[src/rtl/loss_if.sv]
// Valid/ready bundle for the loss stage: result in, target in, error delta out, inference result out.
// master = upstream/downstream environment side, slave = loss stage side.
interface loss_if;
  logic        res_valid;
  logic [15:0] res_data;
  logic        res_ready;
  logic        tgt_valid;
  logic [15:0] tgt_data;
  logic        tgt_ready;
  logic        err_valid;
  logic [15:0] err_data;
  logic        err_ready;
  logic        out_valid;
  logic [15:0] out_data;
  logic        out_ready;

  modport master (
    output res_valid, res_data, tgt_valid, tgt_data, err_ready, out_ready,
    input  res_ready, tgt_ready, err_valid, err_data, out_valid, out_data
  );

  modport slave (
    input  res_valid, res_data, tgt_valid, tgt_data, err_ready, out_ready,
    output res_ready, tgt_ready, err_valid, err_data, out_valid, out_data
  );
endinterface

[src/rtl/loss.sv]
// Terminal error stage: returns saturated (target - result) in training, passes results out in inference.
// One sample in flight; res/tgt ready only in their own states, err/out hold until accepted.
module loss #(
  parameter int ACC_W = 32,
  parameter int CNT_W = 16
) (
  input  logic             clock,
  input  logic             reset,
  input  logic             train,
  loss_if.slave            bus,
  output logic [ACC_W-1:0] loss_data,
  output logic [CNT_W-1:0] loss_count
);

  typedef enum logic [2:0] {
    RES = 3'd0,
    TGT = 3'd1,
    DIF = 3'd2,
    ERR = 3'd3,
    OUT = 3'd4
  } state_t;

  state_t           state_q;
  logic [15:0]      res_q;
  logic [15:0]      tgt_q;
  logic [15:0]      err_q;
  logic [15:0]      out_q;
  logic             err_vld_q;
  logic             out_vld_q;
  logic [ACC_W-1:0] loss_q;
  logic [CNT_W-1:0] cnt_q;

  logic [16:0]      diff;
  logic [15:0]      err_d;
  logic [16:0]      abs_err;
  logic [ACC_W:0]   loss_sum;
  logic [ACC_W-1:0] loss_d;
  logic [CNT_W-1:0] cnt_d;

  always_comb begin
    diff  = {tgt_q[15], tgt_q} - {res_q[15], res_q};
    err_d = diff[15:0];
    // Bits 16 and 15 disagree only when the difference left the Q8.8 range.
    if (diff[16] != diff[15]) begin
      err_d = diff[16] ? 16'h8000 : 16'h7FFF;
    end
    abs_err  = err_q[15] ? (17'd0 - {1'b1, err_q}) : {1'b0, err_q};
    loss_sum = {1'b0, loss_q} + {{(ACC_W-16){1'b0}}, abs_err};
    loss_d   = loss_sum[ACC_W] ? {ACC_W{1'b1}} : loss_sum[ACC_W-1:0];
    cnt_d    = (&cnt_q) ? cnt_q : cnt_q + CNT_W'(1);
  end

  always_ff @(posedge clock) begin
    if (reset) begin
      state_q   <= RES;
      res_q     <= '0;
      tgt_q     <= '0;
      err_q     <= '0;
      out_q     <= '0;
      err_vld_q <= 1'b0;
      out_vld_q <= 1'b0;
      loss_q    <= '0;
      cnt_q     <= '0;
    end else begin
      case (state_q)
        RES: begin
          // The chosen next state is the mode latch; later train changes are ignored.
          if (bus.res_valid) begin
            res_q   <= bus.res_data;
            state_q <= train ? TGT : OUT;
          end
        end
        TGT: begin
          if (bus.tgt_valid) begin
            tgt_q   <= bus.tgt_data;
            state_q <= DIF;
          end
        end
        DIF: begin
          err_q     <= err_d;
          err_vld_q <= 1'b1;
          state_q   <= ERR;
        end
        ERR: begin
          if (bus.err_ready) begin
            err_vld_q <= 1'b0;
            loss_q    <= loss_d;
            cnt_q     <= cnt_d;
            state_q   <= RES;
          end
        end
        OUT: begin
          if (!out_vld_q) begin
            out_vld_q <= 1'b1;
            out_q     <= res_q;
          end else if (bus.out_ready) begin
            out_vld_q <= 1'b0;
            state_q   <= RES;
          end
        end
        default: begin
          state_q   <= RES;
          err_vld_q <= 1'b0;
          out_vld_q <= 1'b0;
        end
      endcase
    end
  end

  assign bus.res_ready = (state_q == RES);
  assign bus.tgt_ready = (state_q == TGT);
  assign bus.err_valid = err_vld_q;
  assign bus.err_data  = err_q;
  assign bus.out_valid = out_vld_q;
  assign bus.out_data  = out_q;
  assign loss_data     = loss_q;
  assign loss_count    = cnt_q;

endmodule

[src/flat_wrapper.sv]
// flat-port wrapper written by rule: the top's interface ports become plain ports
module loss_flat 
#(
  parameter int ACC_W = 32,
  parameter int CNT_W = 16
)
  (clock, reset, train, loss_data, loss_count, bus_res_valid, bus_res_data, bus_tgt_valid, bus_tgt_data, bus_err_ready, bus_out_ready, bus_res_ready, bus_tgt_ready, bus_err_valid, bus_err_data, bus_out_valid, bus_out_data);
  loss_if bus_i ();
  input  logic clock;
  input  logic reset;
  input  logic train;
  output logic [ACC_W-1:0] loss_data;
  output logic [CNT_W-1:0] loss_count;
  input wire logic [$bits(bus_i.res_valid)-1:0] bus_res_valid;
  input wire logic [$bits(bus_i.res_data)-1:0] bus_res_data;
  input wire logic [$bits(bus_i.tgt_valid)-1:0] bus_tgt_valid;
  input wire logic [$bits(bus_i.tgt_data)-1:0] bus_tgt_data;
  input wire logic [$bits(bus_i.err_ready)-1:0] bus_err_ready;
  input wire logic [$bits(bus_i.out_ready)-1:0] bus_out_ready;
  output wire logic [$bits(bus_i.res_ready)-1:0] bus_res_ready;
  output wire logic [$bits(bus_i.tgt_ready)-1:0] bus_tgt_ready;
  output wire logic [$bits(bus_i.err_valid)-1:0] bus_err_valid;
  output wire logic [$bits(bus_i.err_data)-1:0] bus_err_data;
  output wire logic [$bits(bus_i.out_valid)-1:0] bus_out_valid;
  output wire logic [$bits(bus_i.out_data)-1:0] bus_out_data;
  assign bus_i.res_valid = bus_res_valid;
  assign bus_i.res_data = bus_res_data;
  assign bus_i.tgt_valid = bus_tgt_valid;
  assign bus_i.tgt_data = bus_tgt_data;
  assign bus_i.err_ready = bus_err_ready;
  assign bus_i.out_ready = bus_out_ready;
  assign bus_res_ready = bus_i.res_ready;
  assign bus_tgt_ready = bus_i.tgt_ready;
  assign bus_err_valid = bus_i.err_valid;
  assign bus_err_data = bus_i.err_data;
  assign bus_out_valid = bus_i.out_valid;
  assign bus_out_data = bus_i.out_data;
  loss #(.ACC_W(ACC_W), .CNT_W(CNT_W)) u_core (.clock(clock), .reset(reset), .train(train), .bus(bus_i), .loss_data(loss_data), .loss_count(loss_count));
endmodule
[config.mk]
export PLATFORM = sky130hd
export DESIGN_NAME = loss_flat
export DESIGN_NICKNAME = d
export VERILOG_FILES = /design/src/rtl/loss_if.sv /design/src/rtl/loss.sv /design/src/flat_wrapper.sv
export SDC_FILE = /design/constraint.sdc
export NUM_CORES = 1
export LEC_CHECK = 0
export BUFFER_PORTS_ARGS = -buffer_cell sky130_fd_sc_hd__buf_2
export CAP_MARGIN = 5
export CORE_MARGIN = 4
export CORE_UTILIZATION = 55
export DETAILED_ROUTE_END_ITERATION = 8
export PLACE_DENSITY = 0.88
export REMOVE_ABC_BUFFERS = 1
export SYNTH_ARGS = -nofsm -noshare
export SYNTH_HDL_FRONTEND = slang
export SYNTH_SLANG_ARGS = --single-unit
[constraint.sdc]
create_clock -name clock -period 4.2 [get_ports clock]
set_clock_uncertainty 0.05 [all_clocks]
set_input_delay 0.63 -clock clock [delete_from_list [all_inputs] [get_ports clock]]
set_output_delay 0.63 -clock clock [all_outputs]
set_load 0.05 [all_outputs]
==> out/qor.yml, run 1 <==
outcome:
  status: "complete, no violations"
yosys:
  synth_common_cells: "nand2_1, dfxtp_1, a21oi_1, nor2_1, o21ai_0"
  synth-compound-area-share: 0.213
  synth_cell_types: 67
  ys_seq_area_frac: 0.356
  synth_top_family_by_area: "compound AO/OA/AOI/OAI gates"
  async_reset_ff_frac: 0
  synth_fa_ha_area_frac: 0.0931
  synthSimpleGateAreaFrac: 0.206
  synth_top_area_cell: "dfxtp_1"
  synth_seq_cells: 117
  ys_warn_count: 0
  synth_top_cell_area_share: 0.356
  syn_avg_cell_area_um2: 8.05
  synth_mux_area_frac: 0.0107
  synth_edf_count: 0
  yosysMostFrequentCell: "nand2_1"
  synth_flop_cell: "dfxtp_1"
  synth_area_um2: 6570
  synth-xor-area-share: 0.0762
  netlist_top_cells_area: "dfxtp_1, nand2_1, a21oi_1, ha_1, xnor2_1"
  synthCells: 816
setup_path:
  criticalPathCategory: "reg -> reg"
  cp.arrival_ps: 4230
  cpPeakStageDelay_ps: 630
  crit_fanout: 11
  worstSetupStartpoint: "u_core.bus.err_data[4]"
  required_ps: 4480
  cp-end-kind: "flip-flop"
  r2r-start: "u_core.bus.err_data[4]"
  crit_chain: "or4_1 > nor4_2 > inv_1 > or3_1 > o31ai_1 > xnor2_1 > ha_2 > nand3_2 > nand2b_1 > o21ai_4 > a21oi_2 > or4_4 > buf_4 > a31oi_1"
  slowest_stage: "or4_4"
  start_kind: "flip-flop"
drt:
  avgViaCountPerCell: 5.77
  drt-total-wl_um: 16700
  dr_total_vias: 6260
  drc: 0
  detail-route-antenna-nets: 0
  first_pass_iters: 5
  drt_iter0_markers: 490
  wl_per_cell_um: 15.4
floorplan:
  die_w_um: 117
  die_area_um2: 13800
  chipHeight_um: 117
  ioPinCount: 123
  coreArea_um2: 11600
  num_rows: 39
  start_util: 0.568
clocking:
  h-tree-depth: 4
  insertion_delay_ps: 420
  cts_root_buf: "clkbuf_16"
  clkSinkCount: 117
  cts_resized: 0
  cts_tree: "built"
  ctsHoldBuffers: 0
  cts_max_path_buffers: 2
  cts-buffers-inserted: 17
  cts_setup_buffers: 0
  clk_pin_slew_ps: 60
layout:
  num-nets-final: 1004
  stdcell_area_um2: 7890
  area_delta_synth_final_pct: 20.1
  drive_above_1_share: 0.204
  fin_cells: 1085
grt:
  grt_overflow: 0
  grt_max_degree: 90
  grt_first_pass_wirelength_um: 27900
  antenna_found_initial: 1
  grt_usage: 0.241
  grt_pass1_vias: 5839
sta:
  hold_slack_ps: 398
  relSlewSlack: 0.219
  tightest_slew_ps: 1170
  final_hold_viol_count: 0
  setup_viol: 0
  fin_crit_ps: 3950
  period_share: 0.942
  fin_tns_setup_ps: 0
  fmax_mhz: 253
  rsz0062_at_grt: "false"
  final_max_slew_viol_count: 0
place:
  place_area_um2: 7260
  dp_cells: 1052
  place_congestion: 0.898
  dp_hpwl_um: 11800
  numPortBuffers: 122
worst_hold_path:
  min_path_type: "in -> reg"
  hold_path.startpoint: "bus_res_data[14]"
flow_run:
  cap_violations: 0
power_and_ir_drop:
  power_uw: 3550
  leakagePower_uw: 0.00341
  worst_ir_drop_vdd_v: 0.000317
  power.density_nw_per_um2: 449
-- per-stage QoR --
| stage | utilization | worst slack [ps] |
|---|---|---|
| 6_report | 0.682 | 246 |
| 2_1_floorplan | - | 2.45 |
| 3_5_place_dp | 0.628 | 58.5 |
| 4_1_cts | 0.680 | 27.0 |
| 5_1_grt | 0.682 | 11.1 |
| 3_3_place_gp | 0.628 | 173 |
-- worst max-delay path: cells and delay by family, from the launching register on --
| family | cells | cell delay [ps] |
|---|---|---|
| simple gates | 6 | 2010 |
| compound gates | 4 | 740 |
| fa+ha+maj | 1 | 390 |
| flops | 1 | 300 |
| buf+inv | 2 | 280 |
| xor+xnor | 1 | 100 |
-- registers in the layout, indices dropped and copies added (netlist names) --
name	count
u_core.state_q	3
u_core.bus.err_valid	1
u_core.loss_data	32
u_core.bus.out_valid	1
u_core.loss_count	16
u_core.bus.err_data	16
u_core.bus.out_data	16
u_core.tgt_q	16
u_core.res_q	16
-- cell usage in the layout (no fill, tap or decap), drive strengths merged, types with 3 or more instances in the layout --
cell / count
nand3: 18
inv: 29
nand2: 134
o31ai: 5
nand3b: 3
o21ai: 51
nor4: 4
nor2: 47
or2: 4
nor3: 22
a221oi: 4
nand4: 4
o31a: 3
a31oi: 26
o41ai: 3
and2: 7
o21a: 7
clkinvlp: 3
a311oi: 4
buf: 132
clkbuf: 24
maj3: 12
xor2: 26
or3: 8
ha: 35
and4: 3
nor2b: 7
and3: 12
nand2b: 12
mux2i: 7
a21o: 9
a21oi: 92
xnor2: 29
a211oi: 3
dfxtp: 117
bufinv: 3
-- logic make-up (layout without fill, tap and decap cells) --
group | Yosys count | in the layout
buffers and inverters | 68 | 193
XOR/XNOR | 55 | 55
AND/OR/NAND/NOR | 291 | 291
flip-flops | 117 | 117
multiplexers | 7 | 7
AO/OA/AOI/OAI | 228 | 228
adder cells (fa/ha/maj) | 49 | 49
other | 1 | 2
-- layer usage --
layer | wire, um | track usage | vias up
met1 | 7400 | 0.304 | 2916
li1 | - | - | 3114
met5 | 0 | 0 | -
met2 | 8150 | 0.403 | 198
met4 | 404 | 0.105 | 0
met3 | 793 | 0.0462 | 32
-- power breakdown --
part	total, uW	switching [uW]	internal (uW)
Sequential	1210	50.0	1160
Combinational	858	518	340
Clock	1480	503	977
Total	3550	1070	2470
-- worst paths after layout --
check	to	slack (ps)	depth (start not counted)
hold reg to reg	u_core.bus.out_data[10]	400	2
setup reg to reg	u_core.loss_data[13]	250	14
hold / removal	u_core.res_q[14]	400	3
setup / recovery	u_core.loss_data[13]	250	14
-- final cells by class --
cell class / instances / area (um2)
multi-input cells: 631 / 3970
fillers: 956 / 3670
flip-flops and latches: 117 / 2340
repair buffers: 132 / 686
clock buffers: 24 / 482
well taps: 143 / 179
clock inverters: 8 / 123
inverters: 29 / 109
diodes: 1 / 2.50
Note: power is estimated with default switching activity, not from simulation.
==> run 2: changes to the inputs <==
Settings changed: CORE_UTILIZATION 55 to 56, PLACE_DENSITY 0.88 to 0.89.
==> out/qor.yml, run 2 (synthesized netlist as in run 1, its figures left out) <==
outcome:
  status: "complete, no violations"
grt:
  grt_pass1_vias: 5688  # -2.6%
  antenna_found_initial: 0  # -1
  grt_first_pass_wirelength_um: 26000  # -6.9%
  grt_overflow: 0  # unchanged
  grt_usage: 0.236  # -0.00471
  grt_max_degree: 90  # unchanged
clocking:
  cts_tree: "built"
  h-tree-depth: 4  # unchanged
  cts-buffers-inserted: 17  # unchanged
  insertion_delay_ps: 420  # about the same
  cts_root_buf: "clkbuf_16"
  clkSinkCount: 117  # unchanged
  clk_pin_slew_ps: 50  # about the same
  cts_max_path_buffers: 2  # unchanged
  ctsHoldBuffers: 0  # unchanged
sta:
  period_share: 0.927  # -0.0147
  tightest_slew_ps: 1190  # +27.4 ps
  setup_viol: 0  # unchanged
  fmax_mhz: 257  # +1.6%
  final_hold_viol_count: 0  # unchanged
  relSlewSlack: 0.201  # -0.0183
  rsz0062_at_grt: "false"
  fin_crit_ps: 3890  # -61.8 ps
  fin_tns_setup_ps: 0  # unchanged
  final_max_slew_viol_count: 0  # unchanged
power_and_ir_drop:
  power.density_nw_per_um2: 448  # -0.18%
  leakagePower_uw: 0.00341  # +0.17%
  worst_ir_drop_vdd_v: 0.000352  # +11%
drt:
  wl_met2_um: 7830  # -3.9%
  drt-total-wl_um: 16200  # -3.2%
  wl_per_cell_um: 15.0  # -3.0%
  dr.max_layer_used: "met4"
  drc: 0  # unchanged
  avgViaCountPerCell: 5.70  # -1.2%
  first_pass_iters: 5  # unchanged
  wl_met3_um: 863  # +8.8%
  detail-route-antenna-nets: 0  # unchanged
  drt-met1-wl_um: 7250  # -2.1%
  drt_iter0_markers: 392  # -20%
  dr_total_vias: 6174  # -1.4%
setup_path:
  slowest_stage: "or4_4"
  cp_top_family: "simple AND/OR/NAND/NOR gates"
  cpPeakStageDelay_ps: 610  # -20 ps
  rrSetupSlack_ps: 310  # +60 ps
  start_kind: "flip-flop"
  required_ps: 4490  # about the same
  cp-end-kind: "flip-flop"
  crit_fanout: 10  # -1
  cp.buffers_inverters: 2  # unchanged
  r2r-start: "u_core.bus.err_data[4]"
  timing.rr.end: "u_core.loss_data[12]"
  reg2reg_depth: 14  # unchanged
  criticalPathCategory: "reg -> reg"
  crit_chain: "or4_1 > nor4_2 > inv_1 > or3_1 > o31ai_1 > xnor2_1 > ha_1 > nand3_2 > nand2b_1 > o21ai_4 > a21oi_2 > or4_4 > buf_4 > a31oi_1"
  cp.arrival_ps: 4190  # -40 ps
worst_hold_path:
  min_path_type: "in -> reg"
  hold_path.startpoint: "bus_res_data[9]"
  holdPathStages: 3  # unchanged
  holdPathEnd: "u_core.res_q[9]"
floorplan:
  die_w_um: 116  # -0.84%
  coreArea_um2: 11500  # -0.84%
  num_rows: 39  # unchanged
  ioPinCount: 123  # unchanged
  chipHeight_um: 116  # -0.84%
  start_util: 0.573  # +0.00484
  die_area_um2: 13500  # -1.7%
layout:
  area_delta_synth_final_pct: 20.0  # about the same
  drive_above_1_share: 0.203  # -0.000847
  largest_register_ffs: 32  # unchanged
  most-common-layout-cells: "nand2_1, buf_2, dfxtp_1"
  antenna_cells: 0  # -1
  num-nets-final: 1004  # unchanged
  fin_util: 0.688  # +0.00515
  final_common_cell: "nand2_1"
place:
  place_congestion: 0.881  # -2.0%
  numPortBuffers: 122  # unchanged
  dp_hpwl_um: 11500  # -2.3%
flow_run:
  cap_violations: 0  # unchanged
[run 2: cell count changes in the layout (fill, tap and decap cells not counted), sizes merged]
cell      change
clkbuf        -1
clkinv        +1
clkinvlp      -1
diode         -1
[run 2: metal layers]
layer,track usage,up-vias
li1,-,3110
met1,0.299,2871
met2,0.394,167
met3,0.0554,26
met4,0.0866,0
met5,0,-
[run 2: per-stage QoR]
stage               worst slack (ps)  power, uW  hold slack, ps  cell area (um2)  cells
floorplan                       2.45       1870             380             6390    777
global placement                 123       2050             390             7250   1051
detailed placement              73.3       2070             395             7250   1051
CTS                             53.9       3530             390             7850   1082
global route                    25.2       3670             398             7890   1083
finish                           307       3540             398             7890   1083
[run 2: worst max-delay path by stage]
| stage | cells after the start | to | from |
|---|---|---|---|
| 3_5_place_dp | 14 | u_core.loss_data[12] | u_core.bus.err_data[4] |
| 2_1_floorplan | 14 | u_core.loss_data[27] | u_core.bus.err_data[4] |
| 5_1_grt | 14 | u_core.loss_data[13] | u_core.bus.err_data[4] |
| 6_report | 14 | u_core.loss_data[12] | u_core.bus.err_data[4] |
| 4_1_cts | 14 | u_core.loss_data[12] | u_core.bus.err_data[4] |
| 3_3_place_gp | 14 | u_core.loss_data[13] | u_core.bus.err_data[4] |
[run 2: area by class of cell]
cell class	count	area, um2
Timing Repair Buffer	132	686
Tap cell	143	179
Fill cell	967	3580
Multi-Input combinational cell	631	3970
Sequential cell	117	2340
Inverter	29	109
Clock buffer	23	478
Clock inverter	8	124
[run 2: power breakdown]
group          total [uW]  leakage, uW  internal [uW]  switching (uW)
clock                1470     0.000289            974             495
sequential           1210     0.000947           1160            49.4
combinational         860      0.00218            338             522
[run 2: worst reg2reg max path: stages (launching register included)]
cell	delay, ps
dfxtp_1	300
or4_1	600
nor4_2	160
inv_1	70
or3_1	350
o31ai_1	250
xnor2_1	100
ha_1	370
nand3_2	140
nand2b_1	200
o21ai_4	200
a21oi_2	90
or4_4	610
buf_4	200
a31oi_1	150
[run 2: repair_timing]
action                                 CTS  global route
setup endpoints to repair                0            17
setup buffers                            0             1
gates resized for setup                  0             5
endpoints found under the hold margin    0             0
